**src/rtl/instr_loader_pkg.sv**
```systemverilog
// ---------------------------------------------------------------------------
// instr_loader_pkg
// Shared types for the INSTR_LOADER PC receive path.
//   pc_rx_state_e   : receiver FSM states (IDLE, REQ, WAIT, OUT, DRAIN)
//   DEFAULT_PC_W    : default PC / memory address width
//   DEFAULT_INSTR_W : default fetched instruction width
//   iss_entry_t     : one issued entry {pc, instr, exc} at default widths
// ---------------------------------------------------------------------------
package instr_loader_pkg;

    localparam int DEFAULT_PC_W    = 32;
    localparam int DEFAULT_INSTR_W = 32;

    typedef enum logic [2:0] {
        IDLE,
        REQ,
        WAIT,
        OUT,
        DRAIN
    } pc_rx_state_e;

    typedef struct packed {
        logic [DEFAULT_PC_W-1:0]    pc;
        logic [DEFAULT_INSTR_W-1:0] instr;
        logic                       exc;
    } iss_entry_t;

endpackage

```
**src/rtl/instr_pc_fifo.sv**
```systemverilog
// ---------------------------------------------------------------------------
// instr_pc_fifo
// Synchronous FIFO holding PCs waiting to be fetched.
// Pointers carry one extra wrap bit, so full/empty come straight from the
// pointer difference. clear_i has priority and drops a coincident push.
// Ports:
//   clk, rst   : clock, asynchronous active-high reset
//   clear_i    : empty the FIFO (push in the same cycle is dropped)
//   push_i     : write data_i (ignored when full)
//   pop_i      : advance read pointer (ignored when empty)
//   data_i     : write data
//   data_o     : head entry (valid when !empty_o)
//   full_o     : DEPTH entries held
//   empty_o    : no entries held
//   count_o    : number of entries held
// ---------------------------------------------------------------------------
module instr_pc_fifo #(
    parameter int W     = 32,
    parameter int DEPTH = 4
) (
    input  logic                       clk,
    input  logic                       rst,
    input  logic                       clear_i,
    input  logic                       push_i,
    input  logic                       pop_i,
    input  logic [W-1:0]               data_i,
    output logic [W-1:0]               data_o,
    output logic                       full_o,
    output logic                       empty_o,
    output logic [$clog2(DEPTH):0]     count_o
);

    localparam int AW = $clog2(DEPTH);
    localparam logic [AW:0] FULL_CNT = (AW + 1)'(DEPTH);

    logic [W-1:0] mem_q [DEPTH];
    logic [AW:0]  wr_ptr_q, wr_ptr_d;
    logic [AW:0]  rd_ptr_q, rd_ptr_d;
    logic         do_push;
    logic         do_pop;

    assign count_o = wr_ptr_q - rd_ptr_q;
    assign full_o  = (count_o == FULL_CNT);
    assign empty_o = (count_o == '0);
    assign data_o  = mem_q[rd_ptr_q[AW-1:0]];

    assign do_push = push_i && !full_o && !clear_i;
    assign do_pop  = pop_i && !empty_o && !clear_i;

    // NOTE: every signal assigned in always_comb gets a default first, so no
    // path through the block leaves it unassigned and no latch is inferred.
    always_comb begin
        wr_ptr_d = wr_ptr_q;
        rd_ptr_d = rd_ptr_q;
        if (clear_i) begin
            wr_ptr_d = '0;
            rd_ptr_d = '0;
        end else begin
            if (do_push) wr_ptr_d = wr_ptr_q + 1'b1;
            if (do_pop)  rd_ptr_d = rd_ptr_q + 1'b1;
        end
    end

    // NOTE: sequential state uses non-blocking assignments so all registers
    // update together from the values present before the clock edge.
    always_ff @(posedge clk or posedge rst) begin
        if (rst) begin
            wr_ptr_q <= '0;
            rd_ptr_q <= '0;
        end else begin
            wr_ptr_q <= wr_ptr_d;
            rd_ptr_q <= rd_ptr_d;
        end
    end

    // NOTE: storage is deliberately not reset; the pointers alone decide
    // which entries are meaningful, and a reset-free array maps to RAM/LUTRAM.
    always_ff @(posedge clk) begin
        if (do_push) mem_q[wr_ptr_q[AW-1:0]] <= data_i;
    end

endmodule

```
**src/rtl/instr_loader_pc_rx.sv**
```systemverilog
// ---------------------------------------------------------------------------
// instr_loader_pc_rx
// Receiving end of the PC transfer from the instruction page walker.
// Buffers incoming PCs, fetches each one from instruction memory and issues
// {pc, instr} downstream in order. flush drops queued PCs and discards any
// memory response still outstanding.
// Optional feature macro: INSTR_LOADER_MISALIGN_CHK_EN
//   defined     : a popped PC with pc[1:0]!=0 is not fetched; it issues
//                 directly with iss_exc=1 and iss_instr=0.
//   not defined : every PC is fetched as-is, iss_exc is tied 0.
// Ports:
//   clk, rst                        : clock, asynchronous active-high reset
//   flush                           : drop all queued / in-flight work
//   pc_valid, pc_data, pc_ready     : PC input handshake (ready = FIFO not full)
//   mem_req_valid, mem_req_addr,
//   mem_req_ready                   : memory read request
//   mem_resp_valid, mem_resp_data   : memory read response (one per request)
//   iss_valid, iss_pc, iss_instr,
//   iss_exc, iss_ready              : issue output handshake
//   busy                            : FSM not idle or PCs queued
// ---------------------------------------------------------------------------
module instr_loader_pc_rx
    import instr_loader_pkg::*;
#(
    parameter int PC_W    = DEFAULT_PC_W,
    parameter int INSTR_W = DEFAULT_INSTR_W,
    parameter int DEPTH   = 4
) (
    input  logic               clk,
    input  logic               rst,
    input  logic               flush,
    input  logic               pc_valid,
    input  logic [PC_W-1:0]    pc_data,
    output logic               pc_ready,
    output logic               mem_req_valid,
    output logic [PC_W-1:0]    mem_req_addr,
    input  logic               mem_req_ready,
    input  logic               mem_resp_valid,
    input  logic [INSTR_W-1:0] mem_resp_data,
    output logic               iss_valid,
    output logic [PC_W-1:0]    iss_pc,
    output logic [INSTR_W-1:0] iss_instr,
    output logic               iss_exc,
    input  logic               iss_ready,
    output logic               busy
);

    localparam int AW = $clog2(DEPTH);

    pc_rx_state_e       state_q, state_d;
    logic [PC_W-1:0]    cur_pc_q, cur_pc_d;
    logic [INSTR_W-1:0] instr_q, instr_d;
    logic               load;
    logic               pop;

    logic               fifo_full;
    logic               fifo_empty;
    logic [PC_W-1:0]    fifo_head;
    logic [AW:0]        fifo_count;

    // Ready depends on the registered count only, so a pop in the same
    // cycle never opens a slot for the walker.
    assign pc_ready = !fifo_full;

    instr_pc_fifo #(
        .W     (PC_W),
        .DEPTH (DEPTH)
    ) u_fifo (
        .clk     (clk),
        .rst     (rst),
        .clear_i (flush),
        .push_i  (pc_valid),
        .pop_i   (pop),
        .data_i  (pc_data),
        .data_o  (fifo_head),
        .full_o  (fifo_full),
        .empty_o (fifo_empty),
        .count_o (fifo_count)
    );

`ifdef INSTR_LOADER_MISALIGN_CHK_EN
    logic exc_q, exc_d;
    assign iss_exc = exc_q;
`else
    assign iss_exc = 1'b0;
`endif

    always_comb begin
        state_d  = state_q;
        cur_pc_d = cur_pc_q;
        instr_d  = instr_q;
`ifdef INSTR_LOADER_MISALIGN_CHK_EN
        exc_d    = exc_q;
`endif
        load     = 1'b0;

        case (state_q)
            IDLE:  if (!fifo_empty) load = 1'b1;
            REQ:   if (mem_req_ready) state_d = WAIT;
            WAIT:  if (mem_resp_valid) begin
                       instr_d = mem_resp_data;
                       state_d = OUT;
                   end
            OUT:   if (iss_ready) begin
                       if (!fifo_empty) load = 1'b1;
                       else             state_d = IDLE;
                   end
            DRAIN: if (mem_resp_valid) state_d = IDLE;
            default: state_d = IDLE;
        endcase

        pop = load && !flush;

        // Take the FIFO head as the new current PC.
        if (pop) begin
            cur_pc_d = fifo_head;
            state_d  = REQ;
`ifdef INSTR_LOADER_MISALIGN_CHK_EN
            exc_d = (fifo_head[1:0] != 2'b00);
            if (fifo_head[1:0] != 2'b00) begin
                instr_d = '0;
                state_d = OUT;
            end
`endif
        end

        // Flush wins over everything. Once a request has been accepted its
        // response must still be swallowed, hence DRAIN; a response arriving
        // in the flush cycle itself already closes that request.
        if (flush) begin
            case (state_q)
                REQ:     state_d = mem_req_ready ? DRAIN : IDLE;
                WAIT:    state_d = mem_resp_valid ? IDLE : DRAIN;
                DRAIN:   state_d = mem_resp_valid ? IDLE : DRAIN;
                default: state_d = IDLE;
            endcase
        end
    end

    always_ff @(posedge clk or posedge rst) begin
        if (rst) begin
            state_q  <= IDLE;
            cur_pc_q <= '0;
            instr_q  <= '0;
`ifdef INSTR_LOADER_MISALIGN_CHK_EN
            exc_q    <= 1'b0;
`endif
        end else begin
            state_q  <= state_d;
            cur_pc_q <= cur_pc_d;
            instr_q  <= instr_d;
`ifdef INSTR_LOADER_MISALIGN_CHK_EN
            exc_q    <= exc_d;
`endif
        end
    end

    assign mem_req_valid = (state_q == REQ);
    assign mem_req_addr  = cur_pc_q;
    assign iss_valid     = (state_q == OUT);
    assign iss_pc        = cur_pc_q;
    assign iss_instr     = instr_q;
    assign busy          = (state_q != IDLE) || (fifo_count != '0);

    // A response is only legal while one is outstanding.
    resp_only_when_pending: assert property (
        @(posedge clk) disable iff (rst)
        mem_resp_valid |-> (state_q == WAIT || state_q == DRAIN)
    );

endmodule

```
**config.mk**
```make
export PLATFORM = sky130hd
export DESIGN_NAME = instr_loader_pc_rx
export DESIGN_NICKNAME = d
export VERILOG_FILES = /design/src/rtl/instr_loader_pkg.sv /design/src/rtl/instr_pc_fifo.sv /design/src/rtl/instr_loader_pc_rx.sv
export SDC_FILE = /design/constraint.sdc
export NUM_CORES = 1
export LEC_CHECK = 0
export ABC_AREA = 0
export CORE_UTILIZATION = 40
export DETAILED_ROUTE_END_ITERATION = 8
export GPL_ROUTABILITY_DRIVEN = 0
export PLACE_DENSITY = 0.79
export REMOVE_ABC_BUFFERS = 1
export SLEW_MARGIN = 30
export SYNTH_ARGS = -nofsm -noshare
export SYNTH_HDL_FRONTEND = slang
export SYNTH_SLANG_ARGS = --single-unit
export TNS_END_PERCENT = 20
```
**constraint.sdc**
```tcl
create_clock -name clk -period 2.8 [get_ports clk]
set_input_delay 0.7 -clock clk [delete_from_list [all_inputs] [get_ports clk]]
set_output_delay 0.7 -clock clk [all_outputs]
set_load 0.005 [all_outputs]
```
# Word level (Yosys, flattened, before mapping)
# Memories as Yosys holds them, arrays and structs flattened. A register that Yosys moved wholly into a read port is not among the register bits.
# Index checks and enable logic that the tools add are counted.
[op_classes] add_sub_neg=3 n_eq_ne=11 n_mux=20 reduce_logical=18
[ops] cell="$mux 3" n=13
[ops] cell="$pmux 3 s5" n=1
[ops] cell="$ne 4x2->1 const B" n=3
[ops] cell="$ne 4x3->1 const B" n=2
[ops] cell="$add 3x1->3 const B" n=2
[ops] cell="$eq 3x2->1 const B" n=2
[ops] cell="$eq 3x3->1 const B" n=2
[ops] cell="$logic_not 3->1" n=2
[ops] cell="$pmux 3 s2" n=1
[ops] cell="$reduce_and 6->1" n=1
[ops] cell="$reduce_bool 3->1" n=2
[ops] cell="$logic_and 1x1->1" n=5
[ops] cell="$mux 1" n=4
[ops] cell="$reduce_bool 2->1" n=2
[ops] cell="$eq 3x1->1 const B" n=1
[ops] cell="$logic_not 1->1" n=3
[ops] cell="$ne 3x2->1 const B" n=1
[ops] cell="$sub 3x3->3" n=1
[ops] cell="$pmux 1 s2" n=1
[ops] cell="$reduce_and 2->1" n=1
[ops] cell="$reduce_or 2->1" n=1
[ops] cell="$logic_or 1x1->1" n=1
[totals] register_bits=41 ramBits=128 input_bits=71 n_memories=1
[mem_list] name="u_fifo.mem_q" words=4 word_bits=32 rd=1 rd_ports_with_merged_regs=1 wr=1 line="instr_pc_fifo.sv:36" rtl="logic [W-1:0] mem_q [DEPTH];"

# Depth between registers and ports, before layout
# Gate-level depths: netlist of run 1.
[depth] word_depth=10 ltp_mapped=11

# Modules after synthesis
# Synthesis of run 1 repeated with hierarchy kept, for this count alone.
[unflattened] cells_unflattened=426 hier_area_um2=8070.2
[by_module_without_submodules] module="instr_pc_fifo" instances=1 cells_per_inst=219 area_per_inst_um2=5113.7 seq_area_each_um2=3993.8
[by_module_without_submodules] module="instr_loader_pc_rx" instances=1 cells_per_inst=207 area_per_inst_um2=2956.6 seq_area_each_um2=1676.6

# Worst setup path after synthesis of run 1
# No wires, ideal clock.
[synth_path] path_kind="reg-to-reg" start="reg u_fifo.rd_ptr_q[1]" end="mem u_fifo.mem_q[0][0] (enable)" setup_ns=0.392 arrival_time_ns=2.747 required_ns=2.408 path_slack_ns=-0.339 path_stages_with_launch=10 period_less_slack_ns=3.139 cell_sequence="dfrtp_1 -> clkbuf_1 -> clkbuf_1 -> inv_1 -> ha_1 -> nor2b_1 -> xnor2_1 -> o21ai_0 -> nor2_1 -> and2_1"
[synth_between] elab_chain_cells=7
[synth_rtl] element="from (decl)" line="instr_pc_fifo.sv:38" rtl="logic [AW:0] rd_ptr_q, rd_ptr_d;"
[synth_rtl] element="from (signal assigned)" line="instr_pc_fifo.sv:72" rtl="rd_ptr_q <= rd_ptr_d;"
[synth_rtl] element="$sub 3x3->3" line="instr_pc_fifo.sv:42" rtl="assign count_o = wr_ptr_q - rd_ptr_q;"
[synth_rtl] element="$eq 3x3->1" line="instr_pc_fifo.sv:43" rtl="assign full_o = (count_o == FULL_CNT);"
[synth_rtl] element="$logic_not 1->1" line="instr_pc_fifo.sv:47" rtl="assign do_push = push_i && !full_o && !clear_i;"
[synth_rtl] element="$logic_and 1x1->1 (2 in a row)" line="instr_pc_fifo.sv:47"
[synth_rtl] element="$mux 1" line="instr_pc_fifo.sv:79" rtl="if (do_push) mem_q[wr_ptr_q[AW-1:0]] <= data_i;"
[synth_rtl] element="$mux 1 (implied by the code)" line="instr_pc_fifo.sv:79"
[synth_rtl] element="to (decl)" line="instr_pc_fifo.sv:36"
# Every way passes these cells.

# Worst setup path in the final report of run 1
[layout_path] start="reg u_fifo.wr_ptr_q[0]" end="reg state_q[0]"
[layout_between] elab_chain_cells=8
[layout_rtl] element="from (decl)" line="instr_pc_fifo.sv:37" rtl="logic [AW:0] wr_ptr_q, wr_ptr_d;"
[layout_rtl] element="from (signal assigned)" line="instr_pc_fifo.sv:71" rtl="wr_ptr_q <= wr_ptr_d;"
[layout_rtl] element="$sub 3x3->3 *" line="instr_pc_fifo.sv:42"
[layout_rtl] element="$logic_not 3->1 *" line="instr_pc_fifo.sv:44" rtl="assign empty_o = (count_o == '0);"
[layout_rtl] element="$mux 1" line="instr_loader_pc_rx.sv:98, instr_loader_pc_rx.sv:105"
[layout_rtl] element="$mux 1" line="instr_loader_pc_rx.sv:104" rtl="OUT: if (iss_ready) begin"
[layout_rtl] element="$pmux 1 s2" line="instr_loader_pc_rx.sv:97" rtl="case (state_q)"
[layout_rtl] element="$logic_and 1x1->1" line="instr_loader_pc_rx.sv:112" rtl="pop = load && !flush;"
[layout_rtl] element="$ne 4x2->1 (no source line) (tied with other cells)"
[layout_rtl] element="$reduce_and 6->1 (no source line) or $mux 3 (tied branches)"
[layout_rtl] element="to (signal assigned)" line="instr_loader_pc_rx.sv:149" rtl="state_q <= state_d;"
[layout_rtl] element="to (decl)" line="instr_loader_pc_rx.sv:50" rtl="pc_rx_state_e state_q, state_d;"
# Mark *: on every way between the ends. The rest lies on a longest branch, timed or not.
# A chain may end at the register's enable or synchronous reset.

==> results of run 1 <==
-- flip-flops by register name, summed over array words and instances, names as in the netlist --
| name | cells |
|---|---|
| iss_instr | 32 |
| iss_pc | 32 |
| state_q | 3 |
| u_fifo.mem_q | 128 |
| u_fifo.rd_ptr_q | 3 |
| u_fifo.wr_ptr_q | 3 |
-- layout make-up --
type,count,area (µm²)
fill,1571,8880
multi-input combinational,162,2060
inverter,8,31.3
sequential,201,5680
tap,265,332
timing repair buffer,203,1970
clock buffer,27,568
clock inverter,10,78.8
-- critical path, delay by kind of cell, from the launching register on --
| kind | cells | cell delay (ns) |
|---|---|---|
| XOR/XNOR | 1 | 0.13 |
| AND/OR/NAND/NOR | 2 | 0.26 |
| adder cells (fa/ha/maj) | 1 | 0.12 |
| AO/OA/AOI/OAI | 2 | 0.45 |
| buffers and inverters | 11 | 1.36 |
| flip-flops | 1 | 0.39 |
-- layer usage --
layer | GRT usage (%) | vias to the layer above | wire length [µm]
met3 | 3.43 | 38 | 1110
met1 | 18.7 | 2213 | 6610
li1 | - | 1918 | -
met5 | 0 | - | 0
met4 | 4.59 | 0 | 444
met2 | 27.6 | 168 | 8160
-- per-stage QoR --
step	utilization [%]	worst slack [ns]	power [W]	instance area, µm²	TNS [ns]
CTS	54.5	-0.0155	0.0109	10700	-0.0262
detailed placement	50.7	0.123	0.00801	9920	0
floorplan	-	-1.63	0.00592	7700	-208.03
global route	54.7	-0.0636	0.0114	10700	-0.0636
finish	54.7	0.00344	0.0108	10700	0
global placement	50.7	0.188	0.00788	9920	0
-- final timing paths --
check	depth (start not counted)	endpoint	startpoint
worst max-delay path	17	state_q[0]	u_fifo.wr_ptr_q[0]
worst min-delay path	1	u_fifo.rd_ptr_q[2]	u_fifo.rd_ptr_q[2]
worst max register to register	17	state_q[0]	u_fifo.wr_ptr_q[0]
worst min register to register	1	u_fifo.rd_ptr_q[2]	u_fifo.rd_ptr_q[2]
max in group asynchronous	3	iss_instr[18]	rst
min in group asynchronous	2	iss_instr[15]	rst
-- cells by family after synthesis --
kind of cell               synth area share, %
DFF                                       70.4
muxes                                     19.5
buffers and inverters                     4.75
and+or+nand+nor                           2.14
AOI/OAI and AO/OA                         1.41
adders and majority gates                 1.21
xor gates and xnor gates                 0.544
other                                   0.0465
-- report_power, final --
group / total, W / switching [W] / internal [W]
Sequential: 0.00424 / 0.000427 / 0.00381
Combinational: 0.00394 / 0.00131 / 0.00263
Clock: 0.00261 / 0.00109 / 0.00152
-- repair_timing --
| item | CTS | global route |
|---|---|---|
| setup buffers | 13 | 3 |
| setup endpoints to repair | 2 | 4 |
| resized for setup | 8 | 9 |
| pin swaps | 2 | 4 |
| hold endpoints to repair | 0 | 0 |
-- layout by cell type, fill, tap and decap left out, drive strengths merged, types with 2 or more instances in the layout --
cell and n:
xor2 2, nor2 9, o21ai 5, xnor2 3, clkinvlp 2, dfrtp 73, mux2 64, clkdlybuf4s50 168
clkinv 8, mux2i 3, nor2b 5, mux4 32, edfxtp 128, nand3 3, o31ai 2, nand2 3
ha 7, and2 6, a211oi 2, clkbuf 27, buf 34, inv 7, a211o 2
==> flow_metrics.env, run 1 <==
export IMPL_outcome="completed"
export IMPL_via_count=4337
export IMPL_core_region_area_um2=19600
export IMPL_timing_critical_path_arrival_ns=3.20
export IMPL_antenna_diode_count=0
export IMPL_die_y_um=144
export IMPL_clk_latency_ns=0.48
export IMPL_via_to_cell_ratio=4.95
export IMPL_floorplan_die_area_um2=20700
export IMPL_synthDominantCellAreaShare_pct=47.7
export IMPL_synth_cell_type_count=39
export IMPL_residual_drc_count=0
export IMPL_critical_path_max_stage_delay_ns=0.39
export IMPL_grt_max_degree=46
export IMPL_die_width_um=144
export IMPL_grt_antenna_before_repair=0
export IMPL_vdd_drop_max_mv=0.528
export IMPL_ys_top_cells_by_count="128 x sky130_fd_sc_hd__edfxtp_1, 73 x sky130_fd_sc_hd__dfrtp_1, 36 x sky130_fd_sc_hd__mux2_2"
export IMPL_path_cells="inv_2 -> ha_4 -> nor2b_4 -> xnor2_2 -> nand2_1 -> buf_4 -> buf_4 -> buf_4 -> buf_4 -> buf_4 -> buf_4 -> buf_4 -> buf_4 -> buf_4 -> buf_4 -> a211o_1 -> o21ai_2"
export IMPL_fmax_ghz=0.358
export IMPL_start_kind="flip-flop"
export IMPL_sequential_fraction_of_the_synthesis_area_pct=70.4
export IMPL_layout_area_overhead_vs_synth_pct=33.0
export IMPL_postRouteAntennaNets=0
export IMPL_worst_setup_hold_path_clk_slew_ns=0.06
export IMPL_post_synth_instance_area_um2=8060
export IMPL_detailedPlacementHpwl_um=10500
export IMPL_timing_setup_critical_path_class="flip-flop to flip-flop"
export IMPL_maximum_fanout_along_the_worst_path=2
export IMPL_hold_path_class="flip-flop to flip-flop"
export IMPL_grt_first_pass_wirelength_um=24200
export IMPL_num_io_pins=172
export IMPL_remaining_overflow_grt=0
export IMPL_worst_hold_slack_ns=0.506
export IMPL_netlist_instances=424
export IMPL_num_nets_final=675
export IMPL_initial_core_util_pct=41.1
export IMPL_end_kind="flip-flop"
export IMPL_grt_pass1_vias=4514
export IMPL_clock_skew_final_ns=0.00756
export IMPL_totalWireLength_um=16300
export IMPL_cells_after_dpl=824
export IMPL_unrepaired_setup_endpoints_after_global_routing="true"
export IMPL_regToRegSetupSlack_ns=0.003
export IMPL_htreeDepth=1
export IMPL_ys_seq_elements=201
export IMPL_post_route_period_util_pct=99.9
export IMPL_synth_edf_count=128
export IMPL_post_route_cells_drive_above_1_share_pct=29.3
export IMPL_cts_tree="done"
export IMPL_worst_path_most_repeated_cell="sky130_fd_sc_hd__buf_4"
export IMPL_numClockSinks=201
export IMPL_max_slew_worst_pin_slew_ns=0.703
export IMPL_cts_hold_buf=0
export IMPL_required_ns=3.21
export IMPL_placement_row_count=51
export IMPL_numCtsBuffers=21
export IMPL_finalHoldViolations=0
export IMPL_finalCriticalPeriod_ns=2.80
export IMPL_clock_path_buffers=3
export IMPL_detailedRoute_firstIterationViolations=202
export IMPL_synthTopCellsByArea="sky130_fd_sc_hd__edfxtp_1 48%, sky130_fd_sc_hd__dfrtp_1 23%, sky130_fd_sc_hd__mux4_2 8.9%, sky130_fd_sc_hd__mux2_2 5.0%, sky130_fd_sc_hd__mux2_4 5.0%"
export IMPL_yosys_warnings=0
export IMPL_critPathSlowestCell="sky130_fd_sc_hd__dfrtp_1"
export IMPL_async_reset_ff_share_pct=36.3
export IMPL_setup_viol=0
export IMPL_timing_final_max_slew_violations=0
export IMPL_cap_violations=0
export IMPL_final_cells=876
export IMPL_p_leak_nw=3.99
export IMPL_maxSlewHeadroom_pct=53.2
export IMPL_power_per_cell_area_nw_per_um2=1010
export IMPL_yosysMostFrequentCell="sky130_fd_sc_hd__edfxtp_1"
export IMPL_synth_top_area_cell="sky130_fd_sc_hd__edfxtp_1"
export IMPL_port_buffer_count=170
export IMPL_cts_root_buffer="sky130_fd_sc_hd__clkbuf_16"
export IMPL_track_usage_pct=15.5
export IMPL_post_synth_cell_area_avg_um2=19.0
export IMPL_synth_ff_type="sky130_fd_sc_hd__edfxtp_1"
export IMPL_route_detailed_wl_per_inst_um=18.6
export IMPL_firstDrtPassIters=4
Note: power is estimated with default switching activity, not from simulation.
==> run 2, diff against run 1 <==
--- a/config.mk
+++ b/config.mk
@@ -11,6 +11,7 @@
 export GPL_ROUTABILITY_DRIVEN = 0
 export PLACE_DENSITY = 0.79
 export REMOVE_ABC_BUFFERS = 1
+export SKIP_CTS_REPAIR_TIMING = 1
 export SLEW_MARGIN = 30
 export SYNTH_ARGS = -nofsm -noshare
 export SYNTH_HDL_FRONTEND = slang
==> flow_metrics.env, run 2 (synthesis results as in run 1) <==
export IMPL_max_slew_worst_pin_slew_ns=0.702
export IMPL_residual_drc_count=0
export IMPL_top_signal_layer_used="met4"
export IMPL_routedLengthMet1_um=6570
export IMPL_worstHoldPathCells=1
export IMPL_clock_path_buffers=3
export IMPL_worstRegToRegCells=10
export IMPL_r2r_end="u_fifo.mem_q[3][15]"
export IMPL_regToRegSetupSlack_ns=0.38
export IMPL_htreeDepth=1
export IMPL_unrepaired_setup_endpoints_after_global_routing="true"
export IMPL_start_kind="flip-flop"
export IMPL_finalHoldViolations=0
export IMPL_fillCellCount=1581
export IMPL_floorplan_die_area_um2=20700
export IMPL_grt_antenna_before_repair=0
export IMPL_totalWireLength_um=15900
export IMPL_setup_viol=1
export IMPL_die_y_um=144
export IMPL_initial_core_util_pct=41.1
export IMPL_post_route_cells_drive_above_1_share_pct=26.9
export IMPL_track_usage_pct=15.1
export IMPL_grt_first_pass_wirelength_um=23600
export IMPL_wl_met2_um=7920
export IMPL_firstDrtPassIters=4
export IMPL_detailedRoute_firstIterationViolations=198
export IMPL_total_power_w=0.0105
export IMPL_post_route_period_util_pct=101
export IMPL_grt_pass1_vias=4407
export IMPL_fmax_ghz=0.355
export IMPL_die_width_um=144
export IMPL_grt_max_degree=46
export IMPL_min_delay_start="iss_instr[29]"
export IMPL_most_frequent_standard_cell_in_the_layout_excluding_fill_and_tap_cells="sky130_fd_sc_hd__clkdlybuf4s50_1"
export IMPL_maximum_fanout_along_the_worst_path=3
export IMPL_final_critical_path_setup_slack_ns=-0.0174
export IMPL_failed_checks="setup timing"
export IMPL_outcome="complete, but fails checks"
export IMPL_vdd_drop_max_mv=0.529
export IMPL_end_kind="primary output"
export IMPL_route_detailed_wl_per_inst_um=18.4
export IMPL_timing_final_max_slew_violations=0
export IMPL_worst_setup_hold_path_clk_slew_ns=0.06
export IMPL_hold_path_class="flip-flop to flip-flop"
export IMPL_largest_register_ffs=128
export IMPL_remaining_overflow_grt=0
export IMPL_detailedPlace_worstSlack_ns=0.123
export IMPL_cts_tree="done"
export IMPL_p_leak_nw=3.93
export IMPL_maxSlewHeadroom_pct=53.2
export IMPL_port_buffer_count=170
export IMPL_via_to_cell_ratio=4.94
export IMPL_clock_skew_final_ns=0.00934
export IMPL_startpoint_of_the_worst_slack_reg_to_reg_timing_path="u_fifo.wr_ptr_q[0]"
export IMPL_antenna_diode_count=0
export IMPL_detailedPlacementHpwl_um=10500
export IMPL_cap_violations=0
export IMPL_met3_wirelength_um=1080
export IMPL_power_per_cell_area_nw_per_um2=992
export IMPL_hold_end="iss_instr[29]"
export IMPL_required_ns=2.10
export IMPL_placement_row_count=51
export IMPL_finalCriticalPeriod_ns=2.82
export IMPL_layout_area_overhead_vs_synth_pct=31.5
export IMPL_core_region_area_um2=19600
export IMPL_timing_critical_path_arrival_ns=2.12
export IMPL_via_count=4267
export IMPL_postRouteAntennaNets=0
export IMPL_clk_latency_ns=0.48
export IMPL_cts_root_buffer="sky130_fd_sc_hd__clkbuf_16"
export IMPL_layout_cells_most_common_list="168 x sky130_fd_sc_hd__clkdlybuf4s50_1, 128 x sky130_fd_sc_hd__edfxtp_1, 69 x sky130_fd_sc_hd__dfrtp_1"
export IMPL_num_io_pins=172
export IMPL_numClockSinks=201
export IMPL_num_nets_final=663
export IMPL_timing_setup_critical_path_class="flip-flop to primary output"
export IMPL_numCtsBuffers=21
## run 2: cell count changes in the layout (fill, tap and decap cells not counted), moves of 2 or more
cell | before | now
sky130_fd_sc_hd__ha_1 | 5 | 7
sky130_fd_sc_hd__buf_4 | 31 | 19
sky130_fd_sc_hd__inv_1 | 5 | 7
sky130_fd_sc_hd__inv_2 | 2 | 0
## run 2: metal layers
metal,up-vias,GRT usage [%]
met5,-,0
met4,0,3.86
met3,21,3.30
met2,159,26.8
met1,2188,18.5
li1,1899,-
## run 2: per-stage QoR
step                util [%]  std cells  TNS, ns  hold WS [ns]  area (µm²)
finish                  54.1        864  -0.0174         0.506       10600
global route            54.1        864   -0.115         0.518       10600
CTS                     54.0        861   -0.587         0.508       10600
detailed placement      50.7        824        0         0.494        9920
global placement        50.7        824        0         0.488        9920
floorplan                  -        371  -208.03         0.466        7700
## run 2: worst max-delay path: stages (launching register included)
cell	delay (ns)
sky130_fd_sc_hd__dfrtp_1	0.36
sky130_fd_sc_hd__inv_1	0.07
sky130_fd_sc_hd__ha_1	0.17
sky130_fd_sc_hd__nor2b_2	0.15
sky130_fd_sc_hd__xnor2_1	0.19
sky130_fd_sc_hd__nand2_1	0.13
sky130_fd_sc_hd__or4_1	0.42
sky130_fd_sc_hd__clkbuf_2	0.14
## run 2: worst max-delay path by stage
stage                       start           end  slack, ns
6_report       u_fifo.wr_ptr_q[0]          busy      -0.02
5_1_grt        u_fifo.wr_ptr_q[0]          busy      -0.12
4_1_cts        u_fifo.wr_ptr_q[0]          busy      -0.40
3_5_place_dp   u_fifo.wr_ptr_q[0]          busy       0.12
3_3_place_gp   u_fifo.wr_ptr_q[0]          busy       0.19
2_1_floorplan      mem_resp_valid  iss_instr[0]      -1.63
## run 2: where the power goes
part,switching [W],total [W],leakage [nW],internal [W]
combinational,0.00121,0.00366,1.56,0.00245
clock,0.00109,0.00261,0.317,0.00152
sequential,0.000424,0.00423,2.05,0.00381
total,0.00273,0.0105,3.93,0.00778
## run 2: area by class of cell
cell class / count / area, µm² / share of cell area [%]
sequential: 201 / 5680 / 53.6
multi-input combinational: 162 / 2030 / 19.1
timing repair buffer: 191 / 1880 / 17.8
clock buffer: 27 / 568 / 5.36
tap: 265 / 332 / 3.13
clock inverter: 10 / 78.8 / 0.744
inverter: 8 / 31.3 / 0.295
